## config.mk

```make
export PLATFORM = sky130hd
export DESIGN_NAME = dram_arbiter
export DESIGN_NICKNAME = d
export VERILOG_FILES = /design/src/rtl/dram_arbiter.sv
export SDC_FILE = /design/constraint.sdc
export NUM_CORES = 1
export LEC_CHECK = 0
export BUFFER_PORTS_ARGS = -buffer_cell sky130_fd_sc_hd__buf_2
export CAP_MARGIN = 20
export CELL_PAD_IN_SITES_DETAIL_PLACEMENT = 0
export CELL_PAD_IN_SITES_GLOBAL_PLACEMENT = 1
export CORE_UTILIZATION = 35
export DETAILED_ROUTE_END_ITERATION = 7
export MAX_ROUTING_LAYER = met4
export PLACE_DENSITY = 0.81
export SETUP_SLACK_MARGIN = 0.5
export SYNTH_ARGS = -nofsm -noshare
export SYNTH_HDL_FRONTEND = slang
export SYNTH_SLANG_ARGS = --single-unit
```

## constraint.sdc

```tcl
create_clock -name i_clk -period 3.33 [get_ports i_clk]
set_input_delay 0.666 -clock i_clk [delete_from_list [all_inputs] [get_ports i_clk]]
set_output_delay 0.666 -clock i_clk [all_outputs]
set_load 0.01 [all_outputs]
```

## src/rtl/dram_arbiter.sv

```systemverilog
// dram_arbiter
// Round-robin arbiter that lets NUM_CORES cores share one single-port data
// memory. Each transaction takes IDLE -> ACCESS -> RESP (3 cycles). The memory
// strobe is high only in ACCESS. Read data comes back in RESP and is captured
// into the core's rdata slice on the RESP exit edge, together with the done
// pulse.
//
// Ports
//   i_clk, i_rst        clock, asynchronous active-high reset
//   i_core_addr         NUM_CORES x ADDR_W packed request addresses
//   i_core_read/write   NUM_CORES x 2 packed codes, nonzero = request
//   i_core_wdata        NUM_CORES x DATA_W packed write data
//   o_core_rdata        NUM_CORES x DATA_W packed registered read data
//   o_core_done         one-cycle completion pulse per core
//   o_mem_*             shared memory address/strobes/write data
//   i_mem_rdata         memory read data, valid the cycle after o_mem_re
//   o_grant_id          current (ACCESS/RESP) or last (IDLE) winner
//   o_busy              FSM not in IDLE
//   o_conflict          sticky: a winner presented read and write together
//   o_txn_count         completed transactions, wraps at 16 bits
module dram_arbiter #(
    parameter int NUM_CORES = 4,
    parameter int ADDR_W    = 16,
    parameter int DATA_W    = 8
) (
    input  logic                          i_clk,
    input  logic                          i_rst,
    input  logic [NUM_CORES*ADDR_W-1:0]   i_core_addr,
    input  logic [NUM_CORES*2-1:0]        i_core_read,
    input  logic [NUM_CORES*2-1:0]        i_core_write,
    input  logic [NUM_CORES*DATA_W-1:0]   i_core_wdata,
    output logic [NUM_CORES*DATA_W-1:0]   o_core_rdata,
    output logic [NUM_CORES-1:0]          o_core_done,
    output logic [ADDR_W-1:0]             o_mem_addr,
    output logic                          o_mem_re,
    output logic                          o_mem_we,
    output logic [DATA_W-1:0]             o_mem_wdata,
    input  logic [DATA_W-1:0]             i_mem_rdata,
    output logic [2:0]                    o_grant_id,
    output logic                          o_busy,
    output logic                          o_conflict,
    output logic [15:0]                   o_txn_count
);

    typedef enum logic [1:0] {IDLE, ACCESS, RESP} state_t;

    state_t                        r_state;
    logic [2:0]                    r_last;
    logic [2:0]                    r_idx;
    logic                          r_is_wr;
    logic [ADDR_W-1:0]             r_mem_addr;
    logic [DATA_W-1:0]             r_mem_wdata;
    logic                          r_mem_re;
    logic                          r_mem_we;
    logic [NUM_CORES-1:0]          r_done;
    logic [NUM_CORES*DATA_W-1:0]   r_rdata;
    logic                          r_conflict;
    logic [15:0]                   r_txn_count;

    // Request vector padded to 8 so a 3-bit index is always in range.
    logic [7:0]                    w_req;
    logic [7:0]                    w_rd_code;
    logic [7:0]                    w_wr_code;
    logic                          w_found;
    logic [2:0]                    w_win;
    logic                          w_win_rd;
    logic                          w_win_wr;
    int                            w_pos;

    // A core whose done pulse is visible this cycle has not yet had a chance
    // to drop its request, so it is masked out of arbitration for that cycle.
    always_comb begin
        w_req     = '0;
        w_rd_code = '0;
        w_wr_code = '0;
        for (int k = 0; k < NUM_CORES; k++) begin
            w_rd_code[k] = |i_core_read[k*2 +: 2];
            w_wr_code[k] = |i_core_write[k*2 +: 2];
            w_req[k]     = (w_rd_code[k] | w_wr_code[k]) & ~r_done[k];
        end
    end

    // Round-robin search starting one past the last winner.
    always_comb begin
        w_found  = 1'b0;
        w_win    = '0;
        w_pos    = 0;
        for (int i = 1; i <= NUM_CORES; i++) begin
            w_pos = int'(r_last) + i;
            if (w_pos >= NUM_CORES) w_pos = w_pos - NUM_CORES;
            if (!w_found && w_req[w_pos[2:0]]) begin
                w_found = 1'b1;
                w_win   = w_pos[2:0];
            end
        end
        w_win_rd = w_rd_code[w_win];
        w_win_wr = w_wr_code[w_win];
    end

    always_ff @(posedge i_clk or posedge i_rst) begin
        if (i_rst) begin
            r_state     <= IDLE;
            r_last      <= 3'(NUM_CORES - 1);
            r_idx       <= '0;
            r_is_wr     <= 1'b0;
            r_mem_addr  <= '0;
            r_mem_wdata <= '0;
            r_mem_re    <= 1'b0;
            r_mem_we    <= 1'b0;
            r_done      <= '0;
            r_rdata     <= '0;
            r_conflict  <= 1'b0;
            r_txn_count <= '0;
        end else begin
            r_mem_re <= 1'b0;
            r_mem_we <= 1'b0;
            r_done   <= '0;
            case (r_state)
                IDLE: begin
                    if (w_found) begin
                        r_idx       <= w_win;
                        r_is_wr     <= w_win_wr;
                        r_mem_addr  <= i_core_addr[int'(w_win)*ADDR_W +: ADDR_W];
                        r_mem_wdata <= i_core_wdata[int'(w_win)*DATA_W +: DATA_W];
                        // Write takes precedence over a simultaneous read.
                        r_mem_we    <= w_win_wr;
                        r_mem_re    <= ~w_win_wr;
                        if (w_win_rd && w_win_wr) r_conflict <= 1'b1;
                        r_state     <= ACCESS;
                    end
                end
                ACCESS: r_state <= RESP;
                RESP: begin
                    for (int k = 0; k < NUM_CORES; k++) begin
                        if (3'(k) == r_idx) begin
                            r_done[k] <= 1'b1;
                            if (!r_is_wr) r_rdata[k*DATA_W +: DATA_W] <= i_mem_rdata;
                        end
                    end
                    r_last      <= r_idx;
                    r_txn_count <= r_txn_count + 16'd1;
                    r_state     <= IDLE;
                end
                default: r_state <= IDLE;
            endcase
        end
    end

    assign o_core_rdata = r_rdata;
    assign o_core_done  = r_done;
    assign o_mem_addr   = r_mem_addr;
    assign o_mem_re     = r_mem_re;
    assign o_mem_we     = r_mem_we;
    assign o_mem_wdata  = r_mem_wdata;
    assign o_grant_id   = r_idx;
    assign o_busy       = (r_state != IDLE);
    assign o_conflict   = r_conflict;
    assign o_txn_count  = r_txn_count;

endmodule
```

==> results by group <==
Routing
  • Routed wirelength normalized by instance count: 16.2 um
  • First-pass detailed-route iteration total: 4
  • Antenna-violating nets left: 0
  • Total length of routed wires: 13.0 mm
  • Final routed DRC violation total: 0
  • Via/cell ratio: 5.12
  • DR iter-0 viols: 276
  • Vias after detailed routing: 4,093

Final layout
  • Cell Count, Final, Fillers Out: 799
  • Number of nets in the layout: 747
  • Layout cell share with drive strength beyond 1: 48.6%
  • Area Overhead vs Synth: 42.0%
  • Ant diodes: 0

Power and ir drop
  • Seq pwr share: 25.3%
  • Internal power: 4.36 mW
  • Total power: 7.16 mW
  • Pleak: 3.12 nW
  • Proportion of power drawn by combinational gates: 61.3%
  • Clock power frac: 13.4%
  • Pwr per Cell Area: 1120 nW/um2
  • Worst vdd rail ir drop: 459 uV
  • Net switching component of the power: 2.80 mW
  • Switching part of the total power: 39.1%

Die
  • Total Die Area: 13,300 um2
  • IO Count: 205
  • Die Wd: 115 um
  • Number of rows created at floorplan: 41
  • Vertical die dimension: 115 um
  • Effective utilization at floorplan: 35.7%
  • Core Region: 12,600 um2

Timing
  • Final total negative setup slack: 0 ns
  • Setup Skew: 0.0108 ns
  • Final number of setup-violating endpoints: 0
  • Slew at the pin closest to its max-slew limit: 0.703 ns
  • Upper clock frequency limit: 356 MHz
  • RSZ-0062 raised after global routing: false
  • Final Hold Fails: 0
  • Time the final worst path needs with I/O delays and setup: 2.81 ns
  • Final period utilization: 84.4%
  • Relative max-transition margin: 53.0%
  • Max-slew violation count: 0

Critical path
  • Type of the worst setup path: in2reg
  • Data required time at the worst endpoint: 3.53 ns
  • Sort of element at the start of the critical path: input port
  • Critical path peak fanout: 24
  • Arrival time of the worst setup path: 3.01 ns
  • Slack of the worst reg-to-reg path: 0.59 ns
  • Crit end category: flop

Logic synthesis
  • Number of distinct library cell variants in the gate-level netlist after synthesis: 55
  • Average instance area after synthesis: 11.4 um2
  • Post-Syn Nets: 519
  • Number of instances in the synthesized netlist: 394
  • Share of synthesized area occupied by flip-flops and latches: 49.1%
  • Cell taking the most area after synthesis: sky130_fd_sc_hd__dfrtp_1
  • Fraction of registers with async set/reset: 100%
  • Post-synth EDFFs: 0
  • Number of register bits inferred by synthesis: 88
  • Most area-consuming cells after synthesis: sky130_fd_sc_hd__dfrtp_1 (48%), sky130_fd_sc_hd__mux2i_1 (12%), sky130_fd_sc_hd__mux2_2 (8.0%)
  • Synth Cell Area: 4490 um2
  • Share of the synthesized area in the top cell type: 47.9%
  • Yosys synthesis warning count: 0
  • Flip-flop cell with the highest count after synthesis: sky130_fd_sc_hd__dfrtp_1

Clock network
  • TritonCTS clock tree: yes
  • Num CTS Buffers: 9
  • Number of clock sinks: 88
  • Post-CTS Hold Buffers: 0
  • Max clock buf depth: 2
  • Post-CTS clock slew at the launch and capture registers of the worst setup and hold paths: 0.06 ns
  • Clock insertion delay at the later pin of the skew report: 0.33 ns
  • CTS Root Buffer Type: sky130_fd_sc_hd__clkbuf_16
  • Level count of the clock H-tree: 3

Worst hold path
  • Tightest Hold Check Type: in2async

Global routing
  • GRT overflow: 0
  • First-pass GRT wire length: 19.8 mm
  • Pin count of the biggest net entering global routing: 50
  • Initial antenna violation count: 0
  • GRT Overall Usage: 20.1%
  • Number of global-route vias before repair: 4,048

Place
  • Number of buffers inserted by port buffering: 204
  • Placed Cells incl. Taps: 767
  • Detailed Place HPWL: 9.52 mm
  • Routability congestion estimate from global placement: 0.962

Outcome
  • Run status: completed

Flow run
  • Max-cap violation count: 0
==> critical path, cell delays in order <==
cell and delay (ns):
sky130_fd_sc_hd__buf_2 0.11, sky130_fd_sc_hd__or4_4 0.55, sky130_fd_sc_hd__a2111oi_1 0.50, sky130_fd_sc_hd__o21ai_0 0.15, sky130_fd_sc_hd__or3_1 0.34, sky130_fd_sc_hd__and3_1 0.24
sky130_fd_sc_hd__nand2_1 0.12, sky130_fd_sc_hd__buf_12 0.17, sky130_fd_sc_hd__o221ai_1 0.14
==> routing by layer <==
| layer | track usage [%] | up-vias | share of wire [%] |
|---|---|---|---|
| met5 | - | - | 0 |
| met4 | 8.14 | 0 | 1.9 |
| met3 | 3.22 | 20 | 3.7 |
| met2 | 32.3 | 121 | 52 |
| met1 | 25.2 | 2040 | 42 |
| li1 | - | 1912 | - |
==> area by class of cell <==
type | count | area, um2
multi-input cells | 278 | 2210
flip-flops and latches | 88 | 2200
clock buffers | 13 | 260
fillers | 1147 | 6190
clock inverters | 3 | 26.3
well taps | 172 | 215
inverters | 11 | 45.0
repair buffers | 234 | 1420
==> power by group through the flow <==
stage	sequential (mW)	clock (mW)	combinational [mW]
floorplan	1.98	0	2.30
global placement	1.80	0	3.67
detailed placement	1.82	0	3.77
CTS	1.81	0.984	3.86
global route	1.88	1.04	4.72
finish	1.81	0.956	4.39
==> through the flow <==
step	utilization [%]	hold WS (ns)	area, um2	worst slack, ns
after floorplan	-	0.432	4500	0.528
after global placement	46.5	0.455	5840	0.250
after detailed placement	46.5	0.457	5840	0.0830
after CTS	49.1	0.222	6180	0.511
after global routing	50.7	0.221	6380	0.479
final	50.7	0.231	6380	0.518
==> cells in the final DEF, fill, tap and decap left out, types with 3 or more instances in the layout <==
cell and n:
sky130_fd_sc_hd__a211oi_1 4, sky130_fd_sc_hd__buf_12 8, sky130_fd_sc_hd__buf_2 203, sky130_fd_sc_hd__buf_4 16
sky130_fd_sc_hd__buf_6 4, sky130_fd_sc_hd__clkbuf_16 12, sky130_fd_sc_hd__clkinv_4 3, sky130_fd_sc_hd__dfrtp_1 86
sky130_fd_sc_hd__inv_1 9, sky130_fd_sc_hd__mux2_2 32, sky130_fd_sc_hd__mux2i_1 50, sky130_fd_sc_hd__nand2_1 44
sky130_fd_sc_hd__nand2b_1 5, sky130_fd_sc_hd__nand3_1 11, sky130_fd_sc_hd__nor2_1 17, sky130_fd_sc_hd__nor3_1 4
sky130_fd_sc_hd__nor4_1 5, sky130_fd_sc_hd__o21ai_0 12, sky130_fd_sc_hd__o221ai_1 27, sky130_fd_sc_hd__o31ai_1 3
sky130_fd_sc_hd__xnor2_1 12, sky130_fd_sc_hd__xor2_1 3
==> logic make-up after synthesis <==
family                     count (synthesis)  share of synthesized area, %
adders and majority gates                  3                         0.836
buffers and inverters                     28                          3.01
and+or+nand+nor                          106                          11.4
AOI/OAI and AO/OA                         68                          12.3
xor gates and xnor gates                  15                          2.92
DFF                                       88                          49.1
muxes                                     86                          20.4
==> flip-flops by register name, indices dropped and copies added (netlist names) <==
register / count
r_last: 3
r_is_wr: 1
o_mem_re: 1
o_core_rdata: 32
o_mem_wdata: 8
o_mem_we: 1
o_mem_addr: 16
o_grant_id: 3
o_core_done: 4
o_conflict: 1
o_txn_count: 16
r_state: 2
==> repair_timing <==
action,in CTS,in global routing
cloned,0,3
pin swaps,2,10
resized for setup,7,10
setup endpoints to repair,14,18
setup buffers,2,11
==> cells in the mapped netlist (2+ instances only) <==
cell type,n
sky130_fd_sc_hd__a2111oi_0,3
sky130_fd_sc_hd__a211oi_1,4
sky130_fd_sc_hd__a21oi_1,2
sky130_fd_sc_hd__a32oi_1,2
sky130_fd_sc_hd__and2_1,2
sky130_fd_sc_hd__and3_1,2
sky130_fd_sc_hd__buf_2,6
sky130_fd_sc_hd__buf_4,4
sky130_fd_sc_hd__clkbuf_1,5
sky130_fd_sc_hd__dfrtp_1,86
sky130_fd_sc_hd__dfstp_2,2
sky130_fd_sc_hd__ha_1,3
sky130_fd_sc_hd__inv_1,10
sky130_fd_sc_hd__mux2_2,32
sky130_fd_sc_hd__mux2i_1,52
sky130_fd_sc_hd__nand2_1,44
sky130_fd_sc_hd__nand2b_1,5
sky130_fd_sc_hd__nand3_1,11
sky130_fd_sc_hd__nand4_1,2
sky130_fd_sc_hd__nor2_1,17
sky130_fd_sc_hd__nor2b_1,2
sky130_fd_sc_hd__nor3_1,4
sky130_fd_sc_hd__nor4_1,5
sky130_fd_sc_hd__o211ai_1,2
sky130_fd_sc_hd__o21ai_0,13
sky130_fd_sc_hd__o221ai_1,27
sky130_fd_sc_hd__o31ai_1,3
sky130_fd_sc_hd__or2_2,2
sky130_fd_sc_hd__or3_1,2
sky130_fd_sc_hd__or4_4,2
sky130_fd_sc_hd__xnor2_1,12
sky130_fd_sc_hd__xor2_1,3
==> path summary, 6_finish.rpt <==
kind	startpoint	cells after the start	to
min reg2reg	o_txn_count[15]	1	o_txn_count[15]
min in group i_clk	o_txn_count[15]	1	o_txn_count[15]
max	i_core_read[3]	9	o_mem_addr[4]
max reg2reg	r_last[1]	11	o_mem_addr[1]
max in group asynchronous	i_rst	3	o_mem_wdata[3]
min	i_rst	2	o_core_rdata[22]
Note: power is estimated with default switching activity, not from simulation.
